**src/rtl/wb_router.sv**
```systemverilog
// rtl/wb_router.sv - ALU result write-back router to RegA/RegB strobes and a data-memory req/ack port.
// Optional ack timeout with sticky error: build with WB_ACK_TIMEOUT_EN defined.
module wb_router #(
  parameter int DATA_W      = 8,
  parameter int ADDR_W      = 8,
  parameter int ACK_TIMEOUT = 15
) (
  input  logic              clk_i,
  input  logic              rst_i,
  input  logic              valid_i,
  output logic              ready_o,
  input  logic [DATA_W-1:0] data_i,
  input  logic [ADDR_W-1:0] addr_i,
  input  logic [2:0]        dest_i,
  output logic              rega_we_o,
  output logic              regb_we_o,
  output logic [DATA_W-1:0] reg_data_o,
  output logic              mem_req_o,
  output logic [ADDR_W-1:0] mem_addr_o,
  output logic [DATA_W-1:0] mem_wdata_o,
  input  logic              mem_ack_i,
  output logic              busy_o,
  output logic              err_o
);

  typedef enum logic [1:0] {IDLE, ISSUE, WAIT_ACK} state_t;

  state_t              state;
  logic [DATA_W-1:0]   data_q;
  logic [ADDR_W-1:0]   addr_q;
  logic [2:0]          dest_q;
  logic                timeout;

`ifdef WB_ACK_TIMEOUT_EN
  localparam logic [3:0] TMO = 4'(ACK_TIMEOUT);
  logic [3:0] cnt_q;
  assign timeout = (cnt_q == TMO);
`else
  assign timeout = 1'b0;
  assign err_o   = 1'b0;
`endif

  always_ff @(posedge clk_i) begin
    if (rst_i) begin
      state       <= IDLE;
      ready_o     <= 1'b1;
      busy_o      <= 1'b0;
      rega_we_o   <= 1'b0;
      regb_we_o   <= 1'b0;
      reg_data_o  <= '0;
      mem_req_o   <= 1'b0;
      mem_addr_o  <= '0;
      mem_wdata_o <= '0;
      data_q      <= '0;
      addr_q      <= '0;
      dest_q      <= '0;
`ifdef WB_ACK_TIMEOUT_EN
      cnt_q       <= '0;
      err_o       <= 1'b0;
`endif
    end else begin
      case (state)
        IDLE: begin
          rega_we_o <= 1'b0;
          regb_we_o <= 1'b0;
          if (valid_i && ready_o) begin
            data_q     <= data_i;
            addr_q     <= addr_i;
            dest_q     <= dest_i;
            reg_data_o <= data_i;
            // Outputs are registered, so the ISSUE-cycle values are loaded at the accept edge
            if (dest_i != 3'b000) begin
              state     <= ISSUE;
              ready_o   <= 1'b0;
              busy_o    <= 1'b1;
              rega_we_o <= dest_i[0];
              regb_we_o <= dest_i[1];
              if (dest_i[2]) begin
                mem_req_o   <= 1'b1;
                mem_addr_o  <= addr_i;
                mem_wdata_o <= data_i;
`ifdef WB_ACK_TIMEOUT_EN
                cnt_q       <= 4'd1;
`endif
              end
            end
          end
        end

        ISSUE, WAIT_ACK: begin
          rega_we_o <= 1'b0;
          regb_we_o <= 1'b0;
          if (!mem_req_o || mem_ack_i) begin
            mem_req_o <= 1'b0;
            state     <= IDLE;
            ready_o   <= 1'b1;
            busy_o    <= 1'b0;
          end else if (timeout) begin
            mem_req_o <= 1'b0;
            state     <= IDLE;
            ready_o   <= 1'b1;
            busy_o    <= 1'b0;
`ifdef WB_ACK_TIMEOUT_EN
            err_o     <= 1'b1;
`endif
          end else begin
            state <= WAIT_ACK;
`ifdef WB_ACK_TIMEOUT_EN
            cnt_q <= cnt_q + 4'd1;
`endif
          end
        end

        default: begin
          state     <= IDLE;
          ready_o   <= 1'b1;
          busy_o    <= 1'b0;
          rega_we_o <= 1'b0;
          regb_we_o <= 1'b0;
          mem_req_o <= 1'b0;
        end
      endcase
    end
  end

endmodule

```
**config.mk**
```make
export PLATFORM = sky130hd
export DESIGN_NAME = wb_router
export DESIGN_NICKNAME = d
export VERILOG_FILES = /design/src/rtl/wb_router.sv
export SDC_FILE = /design/constraint.sdc
export NUM_CORES = 1
export LEC_CHECK = 0
export BUFFER_PORTS_ARGS = -buffer_cell sky130_fd_sc_hd__buf_2
export CAP_MARGIN = 20
export CORE_UTILIZATION = 50
export DETAILED_ROUTE_END_ITERATION = 6
export PLACE_DENSITY = 0.89
export SYNTH_ARGS = -nofsm -noshare
export SYNTH_HDL_FRONTEND = slang
export SYNTH_SLANG_ARGS = --single-unit
```
**constraint.sdc**
```tcl
create_clock -name clk_i -period 2.4 [get_ports clk_i]
set_clock_uncertainty 0.1 [all_clocks]
set_input_delay 0.24 -clock clk_i [delete_from_list [all_inputs] [get_ports clk_i]]
set_output_delay 0.24 -clock clk_i [all_outputs]
set_load 0.03 [all_outputs]
```
==> key figures, run 1 <==
Global routing
  – GRT Overall Usage: about a quarter
  – Met1 Resource Use GR: ~25%
  – GR Util met2: around 40%
  – Antenna violations before repair: 0
  – Grt met3 use: 6.96%
  – GR peak layer: met2
  – First-pass GRT wire length: ~4.5 mm
  – Vias in the first global route: about 1000
  – Grt total ovfl: 0
  – Largest net degree at the start of global routing: 29

Logic synthesis
  – Yosys cell types: 27
  – Syn Area/Cell: 8.79 um2
  – Gate Count Post-Synth: between 100 and 150
  – Post-Syn Area: 1270 um2
  – Top FF cell, synth: dfxtp_1
  – Syn nets: between 150 and 200
  – Post-synthesis sequential area ratio: between 40% and 50%
  – Warnings from Yosys: 0
  – Seq cells post-synth: 31
  – EDFF count, synth: 0
  – Fraction of registers with async set/reset: 0%

Drt
  – Wire length per cell: 13.0 um
  – First drt pass iteration count: 4
  – DR vias: between 1000 and 1500
  – Vias per cell: 5.09
  – Antenna Nets Post-Route: 0
  – Routed WL: 2.89 mm
  – Initial DRC Count: 20
  – DRC errors left: 0

Setup path
  – Crit end category: flip-flop
  – WP data arrival: just over 2000 ps
  – Critical path required time: 2570 ps
  – CP Launch Type: flip-flop
  – Setup CP Type: reg2reg
  – Crit-path max FO: 16

Layout
  – Core Util, Final: around two thirds
  – N_diodes: 0
  – Most frequent cells in the layout: buf_2, nand2_1, dfxtp_1
  – Fillers: 201
  – Register area: between 600 and 700 um2
  – Commonest non-fill, non-tap cell in the layout: buf_2
  – Layout area overhead: 22.2%
  – Layout cells sized above 1: roughly 38%
  – Final #Nets: between 200 and 250
  – Multi-input gate area: around 560 um2

Pwr
  – Total power: 1.23 mW
  – Leak: about 0.72 nW
  – Power per cell area: roughly 790 nW/um2
  – Peak VDD IR: roughly 0.44 mV

Floorplan
  – Starting Density: roughly 55%
  – IO Count: 53
  – Die X: about 52 um
  – Die Area: 2740 um2
  – Row count: 17
  – Core area: approximately 2300 um2
  – Chip height: about 52 um

Clock tree
  – Clock latency on the worst-skew pair: about 340 ps
  – H-tree Lvls: 2
  – Gates resized, CTS repair: 0
  – Postcts setup bufs: 0
  – CTS Buf Count: 5
  – Hold_buf cts: 0
  – CTS Sinks: 31
  – Clock root buffer: clkbuf_4
  – Max Buffers Root-to-Sink: 2
  – Clock-pin slew on the worst setup and hold paths: 90 ps
  – CTS tree: yes

STA
  – Tightest Pin Transition: between 500 and 600 ps
  – Hold Fails Final Rpt: 0
  – Hold slack final: roughly 26 ps
  – Fin crit share: about four fifths
  – RSZ-0062 raised after global routing: false
  – Final setup fails: 0
  – Setup_tns: 0 ps
  – Max-slew violations: 0
  – Max-slew headroom: around three fifths
  – Min Tclk post-route: roughly 1900 ps
  – Max Clk Rate: approximately 530 MHz

Placed design
  – Post-DP HPWL: just over 2 mm
  – GPL Wtd Cong: ~0.8
  – Port Buffers: about 50

Hold path
  – Worst hold path type: in2reg

Run status
  – Run status: finished clean

Flow run
  – MaxCap Viol Count: 0
[state kept, by name (all words and copies together), names as in the netlist]
signal,count
regb_we_o,1
mem_addr_o,8
mem_req_o,1
state,2
busy_o,1
reg_data_o,8
ready_o,1
rega_we_o,1
mem_wdata_o,8
[where the power goes]
group,switching [mW],internal [mW]
Clock,0.181,0.114
Sequential,0.0315,0.564
Combinational,0.229,0.109
Total,0.442,0.787
[kinds of logic (layout without fill, tap and decap cells)]
family / Yosys count / in the layout / synth area share [%]
AND/OR/NAND/NOR: 60 / 60 / 20.5
AO/OA/AOI/OAI: 34 / 34 / 19.8
flip-flops: 31 / 31 / 49.0
buffers and inverters: 14 / 65 / 6.72
adder cells (fa/ha/maj): 3 / 3 / 2.96
other: 1 / 1 / 0.296
multiplexers: 1 / 1 / 0.791
[synthesized netlist by cell type (2+ instances only)]
| cell type | count | area [um2] |
|---|---|---|
| buf_1 | 2 | 7.51 |
| and3_1 | 2 | 12.5 |
| nand2_2 | 2 | 12.5 |
| inv_1 | 5 | 18.8 |
| nand3_1 | 3 | 15.0 |
| buf_2 | 4 | 20.0 |
| a21oi_1 | 17 | 85.1 |
| nand2_1 | 48 | 180 |
| ha_1 | 3 | 37.5 |
| dfxtp_1 | 31 | 621 |
| a21oi_2 | 11 | 96.3 |
[worst paths after layout]
kind / from / to / slack, ps / cells past startpoint
hold / removal: addr_i[5] / mem_addr_o[5] / 30 / 3
setup reg to reg: state[1] / mem_wdata_o[1] / 510 / 5
setup / recovery: state[1] / mem_wdata_o[1] / 510 / 5
hold reg to reg: reg_data_o[1] / reg_data_o[1] / 360 / 2
[per-layer routing]
metal | vias up | routed length, um
met5 | - | 0
met2 | 40 | 1450
met3 | 9 | 161
met1 | 514 | 1190
li1 | 573 | -
met4 | 0 | 88
[final cells by class]
| cell class | count | area share (%) |
|---|---|---|
| Clock buffer | 7 | 2.91 |
| Clock inverter | 1 | 0.323 |
| Inverter | 5 | 1.21 |
| Multi-Input combinational cell | 99 | 36.2 |
| Sequential cell | 31 | 40.1 |
| Tap cell | 28 | 2.26 |
| Timing Repair Buffer | 52 | 17.0 |
[worst max-delay path, cell delays in order, from the launching register on]
cell,delay [ps]
dfxtp_1,340
inv_1,90
ha_1,370
and4_1,640
nand2_1,130
a21oi_1,150
[stage by stage]
stage	cell area [um2]	worst slack (ps)	instances
finish	1550	513	223
CTS	1550	519	223
global route	1550	297	223
detailed placement	1500	544	215
floorplan	1270	884	144
global placement	1500	677	215
No activity file was read; power rests on OpenSTA's default activity.
==> inputs of run 2 (changes only) <==
- CORE_UTILIZATION: 50 -> 42
- PLACE_DENSITY: 0.89 -> 0.8
- clock period: 2.4 -> 1.58 ns (I/O delays scaled with it)
==> run 2 against run 1 <==
  * The run now ends with DRC left
  * Clock power grew 58%
  * Setup slack lost 430 ps
  * Highest routed layer unchanged
  * Sequential share of layout area shrank 6.2 points
  * Via count grew 8.3%
  * Maximum frequency grew 26%
  * Hold slack gained 92 ps
  * Die area grew 18%
  * Utilization shrank 2.1 points
  * First-iteration DRC count grew 110%
==> key figures, run 2 (same netlist as run 1, synthesis figures left out) <==
Run status
  – Run status: complete, but fails checks
  – Failing checks: DRC

Clock tree
  – Clock latency on the worst-skew pair: 320 ps (-20 ps)
  – CTS tree: yes
  – H-tree Lvls: 2 (unchanged)
  – Clock root buffer: clkbuf_4
  – CTS Sinks: 31 (unchanged)
  – CTS Buf Count: 5 (unchanged)
  – Max Buffers Root-to-Sink: 2 (unchanged)
  – Clock-pin slew on the worst setup and hold paths: 100 ps (about the same)

Setup path
  – Reg-to-reg endpoint: mem_wdata_o[4]
  – Crit end category: flip-flop
  – Crit-path max FO: 8 (-8)
  – Buf/Inv on CP: 3 (+2)
  – R2R setup slack: 80 ps (-430 ps)
  – Setup CP Type: reg2reg
  – CP Launch Type: flip-flop
  – Critical-path top delay cell: dfxtp_1
  – Critical path, cell by cell: inv_1 -> ha_2 -> buf_6 -> nand4_1 -> clkbuf_16 -> nand2_1 -> a21oi_2
  – Max stage delay on crit path: 330 ps (-310 ps)
  – R2R depth: 7 (+2)
  – Crit path max-delay family: buffers and inverters
  – WP data arrival: 1620 ps (-440 ps)
  – Reg-to-Reg Start: state[0]
  – Critical path required time: 1700 ps (-870 ps)

Layout
  – Most frequent cells in the layout: buf_2, nand2_1, dfxtp_1
  – Layout cells sized above 1: 38.4% (+0.41 points)
  – Commonest non-fill, non-tap cell in the layout: buf_2
  – Top Registers: mem_addr_o (8), mem_wdata_o (8), reg_data_o (8)
  – Core Util, Final: 65.3% (-2.1 points)
  – Final #Nets: 245 (+11%)
  – N_diodes: 0 (unchanged)
  – Layout area overhead: 44.6%

STA
  – Max Clk Rate: 666 MHz (+26%)
  – Hold Fails Final Rpt: 0 (unchanged)
  – Final setup fails: 0 (unchanged)
  – Min Tclk post-route: 1500 ps (-386 ps)
  – Setup_tns: 0 ps (unchanged)
  – Fin crit share: 95.0% (+16 points)
  – RSZ-0062 raised after global routing: false
  – Max-slew violations: 0 (unchanged)

Pwr
  – Cell internal pwr: 1.31 mW (+67%)
  – Leak: 0.849 nW (+18%)
  – Comb pwr share: 31.6% (+4.1 points)
  – Clk pwr share: 23.4% (-0.6 points)
  – Power per cell area: 1090 nW/um2 (+37%)
  – Sw Ratio: 34.1% (-1.9 points)
  – P_sw: 678 uW (+53%)
  – Peak VDD IR: 0.510 mV (+15%)
  – Reg power frac: 44.9% (-3.5 points)

Placed design
  – Post-DP HPWL: 1.97 mm (-3.9%)
  – Port Buffers: 51 (unchanged)
  – GPL Wtd Cong: 0.772 (-4.4%)

Drt
  – Wire length per cell: 12.9 um (-0.50%)
  – First drt pass iteration count: 6 (+2)
  – Vias per cell: 4.92 (-3.4%)
  – DRC errors left: 4 (+4)
  – Routed WL: 3.23 mm (+12%)
  – Initial DRC Count: 41 (+110%)
  – Antenna Nets Post-Route: 0 (unchanged)
  – DR vias: 1230 (+8.3%)

Global routing
  – GR peak layer: met2
  – GR Util met2: 35.5% (-4.4 points)
  – Grt total ovfl: 0 (unchanged)
  – Largest net degree at the start of global routing: 25 (-14%)
  – First-pass GRT wire length: 4.99 mm (+10%)
  – Met1 Resource Use GR: 23.7% (-1.6 points)
  – Antenna violations before repair: 0 (unchanged)
  – Grt met3 use: 4.38% (-2.6 points)
  – Vias in the first global route: 1110 (+9.4%)
  – GRT Overall Usage: 20.2% (-3.9 points)

Hold path
  – Worst Hold End: state[1]
  – Hold path start: mem_ack_i
  – Cell count of the worst hold path: 4 (+1)
  – Worst hold path type: in2reg

Floorplan
  – Die Area: 3240 um2 (+18%)
  – Chip height: 56.9 um (+8.8%)
  – Die X: 56.9 um (+8.8%)
  – Core area: 2810 um2 (+22%)
  – Row count: 19 (+2)
  – Starting Density: 45.1% (-10 points)
  – IO Count: 53 (unchanged)

Flow run
  – MaxCap Viol Count: 0 (unchanged)
## run 2: repair_timing
item / in CTS / in global routing
endpoints found under the setup margin: 16 / 4
gates resized for setup: 1 / 3
pin swaps: 0 / 2
hold buffers: 19 / 0
buffers inserted: 0 / 2
endpoints found under the hold margin: 29 / 0
cloned: 0 / 1
## run 2: layout make-up
| type | count | area [um2] |
|---|---|---|
| Timing Repair Buffer | 77 | 532 |
| Clock buffer | 6 | 51.3 |
| Fill cell | 257 | 975 |
| Sequential cell | 31 | 621 |
| Tap cell | 31 | 38.8 |
| Inverter | 5 | 18.8 |
| Clock inverter | 1 | 5.00 |
| Multi-Input combinational cell | 99 | 564 |
## run 2: through the flow
step / power, mW / instances / instance area, um2 / setup slack [ps] / hold slack [ps]
6_report: 1.99 / 250 / 1830 / 78.3 / 118
5_1_grt: 2.08 / 250 / 1830 / 0.640 / 108
4_1_cts: 1.96 / 247 / 1780 / 86.2 / 98.6
3_5_place_dp: 1.46 / 221 / 1540 / -63.5 / 291
3_3_place_gp: 1.45 / 221 / 1540 / 33.4 / 290
2_1_floorplan: 1.30 / 144 / 1270 / 64.0 / 185
## run 2: worst max-delay path by stage
stage                     slack, ps             end  cells past startpoint      from
after floorplan                  60   mem_addr_o[1]                      7  state[0]
after global placement           30  mem_wdata_o[5]                      5  state[0]
after detailed placement        -60  mem_wdata_o[6]                      5  state[0]
after CTS                        90       rega_we_o                      5  state[0]
after global routing            0.6       mem_req_o                      7  state[1]
final                            80  mem_wdata_o[4]                      7  state[0]
## run 2: layer usage
metal | wire (um) | vias up
met4 | 30 | 0
met2 | 1680 | 37
met3 | 160 | 2
li1 | - | 623
met5 | 0 | -
met1 | 1360 | 568
## run 2: worst register-to-register path, stage by stage, from the launching register on
cell,delay [ps]
dfxtp_1,330
inv_1,90
ha_2,190
buf_6,100
nand4_1,200
clkbuf_16,250
nand2_1,80
a21oi_2,60
## run 2: power by group through the flow
| stage | Clock [mW] | Combinational [mW] | Sequential [mW] |
|---|---|---|---|
| final | 0.466 | 0.629 | 0.893 |
| after global routing | 0.510 | 0.671 | 0.903 |
| after CTS | 0.479 | 0.584 | 0.893 |
| after detailed placement | 0 | 0.546 | 0.911 |
| after global placement | 0 | 0.537 | 0.909 |
| after floorplan | 0 | 0.247 | 1.05 |
==> inputs of run 3 (changes only) <==
--- a/config.mk
+++ b/config.mk
@@ -8,4 +8,5 @@
 export BUFFER_PORTS_ARGS = -buffer_cell sky130_fd_sc_hd__buf_2
 export CAP_MARGIN = 20
+export CORE_MARGIN = 2
 export CORE_UTILIZATION = 42
 export DETAILED_ROUTE_END_ITERATION = 6
--- a/constraint.sdc
+++ b/constraint.sdc
@@ -3,3 +3,3 @@
 set_input_delay 0.158 -clock clk_i [delete_from_list [all_inputs] [get_ports clk_i]]
 set_output_delay 0.158 -clock clk_i [all_outputs]
-set_load 0.03 [all_outputs]
+set_load 0.05 [all_outputs]
==> run 3 against run 2 <==
  * The flow still finishes with violations (DRC)
  * Register-to-register slack gained 20 ps
  * Design area shrank 4.0%
  * Routed wire length down 6.9%
  * Via count shrank 2.3%
  * Maximum frequency is 1.3% higher
  * Critical path depth fell by 2
  * Power hardly changed
  * Die area increased by 7.2%
  * Global-route usage is 1.0 points lower
  * Utilization shrank 2.6 points
  * Hold slack got worse by 100 ps
==> key figures, run 3 (same netlist as run 1, synthesis figures left out) <==
Global routing
  – Grt total ovfl: 0 (unchanged)
  – Largest net degree at the start of global routing: 28 (+12%)
  – Antenna violations before repair: 0 (unchanged)
  – First-pass GRT wire length: 4.93 mm (-1.2%)
  – GRT Overall Usage: 19.1% (-1.0 points)
  – Vias in the first global route: 1132 (+2.0%)

Placed design
  – GPL Wtd Cong: 0.755 (-2.3%)
  – Post-DP HPWL: 1.97 mm (about the same)
  – Placement Setup Slack: -41.5 ps (+22.0 ps)
  – Port Buffers: 51 (unchanged)
  – Post-Place Cells: 221 (unchanged)

Floorplan
  – IO Count: 53 (unchanged)
  – Starting Density: 45.1% (unchanged)
  – Core area: 2810 um2 (unchanged)
  – Die Area: 3470 um2 (+7.2%)
  – Die X: 58.9 um (+3.5%)
  – Row count: 19 (unchanged)
  – Chip height: 58.9 um (+3.5%)

Drt
  – Antenna Nets Post-Route: 0 (unchanged)
  – DRC errors left: 5 (+1)
  – First drt pass iteration count: 7 (+1)
  – Vias per cell: 4.87 (-1.1%)
  – Routed WL: 3.00 mm (-6.9%)
  – Initial DRC Count: 36 (-12%)
  – DR vias: 1202 (-2.3%)
  – Wire length per cell: 12.2 um (-5.8%)

Setup path
  – Crit end category: flip-flop
  – Max stage delay on crit path: 360 ps (+30 ps)
  – Crit-path max FO: 10 (+2)
  – WP data arrival: 1610 ps (about the same)
  – CP Launch Type: flip-flop
  – Critical path, cell by cell: inv_1 -> ha_1 -> buf_4 -> and3_2 -> and3_1
  – Critical path required time: 1700 ps (about the same)
  – Critical-path top delay cell: dfxtp_1
  – Setup CP Type: reg2reg

STA
  – Final setup fails: 0 (unchanged)
  – Hold slack final: 13.7 ps (-104 ps)
  – Setup_tns: 0 ps (unchanged)
  – Setup WS post-layout: 98.0 ps (+19.8 ps)
  – Fin crit share: 93.8% (-1.3 points)
  – Min Tclk post-route: 1480 ps (-19.8 ps)
  – Max-slew violations: 0 (unchanged)
  – Max Clk Rate: 675 MHz (+1.3%)
  – RSZ-0062 raised after global routing: false
  – Hold Fails Final Rpt: 0 (unchanged)

Layout
  – Layout area overhead: 38.8%
  – Top Registers: mem_addr_o (8), mem_wdata_o (8), reg_data_o (8)
  – Fillers: 248 (-3.5%)
  – Layout cells sized above 1: 37.0% (-1.3 points)
  – Commonest non-fill, non-tap cell in the layout: buf_2
  – N_diodes: 0 (unchanged)
  – Most frequent cells in the layout: buf_2, nand2_1, dfxtp_1
  – Core Util, Final: 62.7% (-2.6 points)
  – Non-filler instance count after layout: 247 (-1.2%)
  – Final #Nets: 241 (-1.6%)

Clock tree
  – H-tree Lvls: 2 (unchanged)
  – Max Buffers Root-to-Sink: 2 (unchanged)
  – Clock-pin slew on the worst setup and hold paths: 90 ps (about the same)
  – CTS Sinks: 31 (unchanged)
  – CTS tree: yes
  – Clock root buffer: clkbuf_4
  – Clock latency on the worst-skew pair: 320 ps (about the same)
  – Postcts setup bufs: 0 (unchanged)
  – CTS Buf Count: 5 (unchanged)

Pwr
  – Leak: 0.811 nW (-4.5%)
  – Power per cell area: 1130 nW/um2 (+4.2%)
  – Peak VDD IR: 0.509 mV (-0.24%)

Run status
  – Run status: complete, but fails checks
  – Failing checks: DRC

Hold path
  – Worst hold path type: in2reg

Flow run
  – MaxCap Viol Count: 0 (unchanged)
==> run 3: layer usage <==
metal	routed length [um]	vias to the layer above	GRT usage, %
met5	0	-	0
li1	-	616	-
met1	1260	545	21.3
met2	1530	36	33.0
met3	157	5	6.81
met4	53	0	7.79
==> run 3: stage by stage <==
step,area [um2],power (mW)
floorplan,1270,1.41
global placement,1530,1.54
detailed placement,1530,1.55
CTS,1760,2.01
global route,1760,2.11
finish,1760,1.99
==> run 3: worst paths after layout <==
kind	slack (ps)	depth (start not counted)	to	startpoint
worst max-delay path	100	5	regb_we_o	state[1]
worst max register to register	100	5	regb_we_o	state[1]
worst min-delay path	10	2	regb_we_o	dest_i[1]
worst min register to register	360	2	mem_wdata_o[3]	mem_wdata_o[3]
==> run 3: report_power, final <==
part	switching [mW]	internal (mW)	total, mW	leakage, nW
combinational	0.455	0.206	0.660	0.528
sequential	0.0492	0.859	0.908	0.253
clock	0.248	0.173	0.421	0.0293
total	0.752	1.24	1.99	0.811
==> run 3: critical path: cells and delay by family, from the launching register on <==
family / cells / cell delay, ps
adders and majority gates: 1 / 200
DFF: 1 / 360
and+or+nand+nor: 2 / 490
buffers and inverters: 2 / 240
==> run 3: final cells by class <==
class | instances | area (um2) | area share [%]
well taps | 31 | 38.8 | 2.21
clock inverters | 1 | 5.00 | 0.285
clock buffers | 7 | 45.0 | 2.56
inverters | 5 | 18.8 | 1.07
flip-flops and latches | 31 | 623 | 35.4
multi-input cells | 99 | 562 | 32.0
repair buffers | 73 | 465 | 26.5
==> run 3: what timing repair did <==
action	CTS	global route
pin swaps	0	0
gates resized for setup	1	1
endpoints found under the setup margin	16	3
endpoints found under the hold margin	26	0
hold buffers	18	0
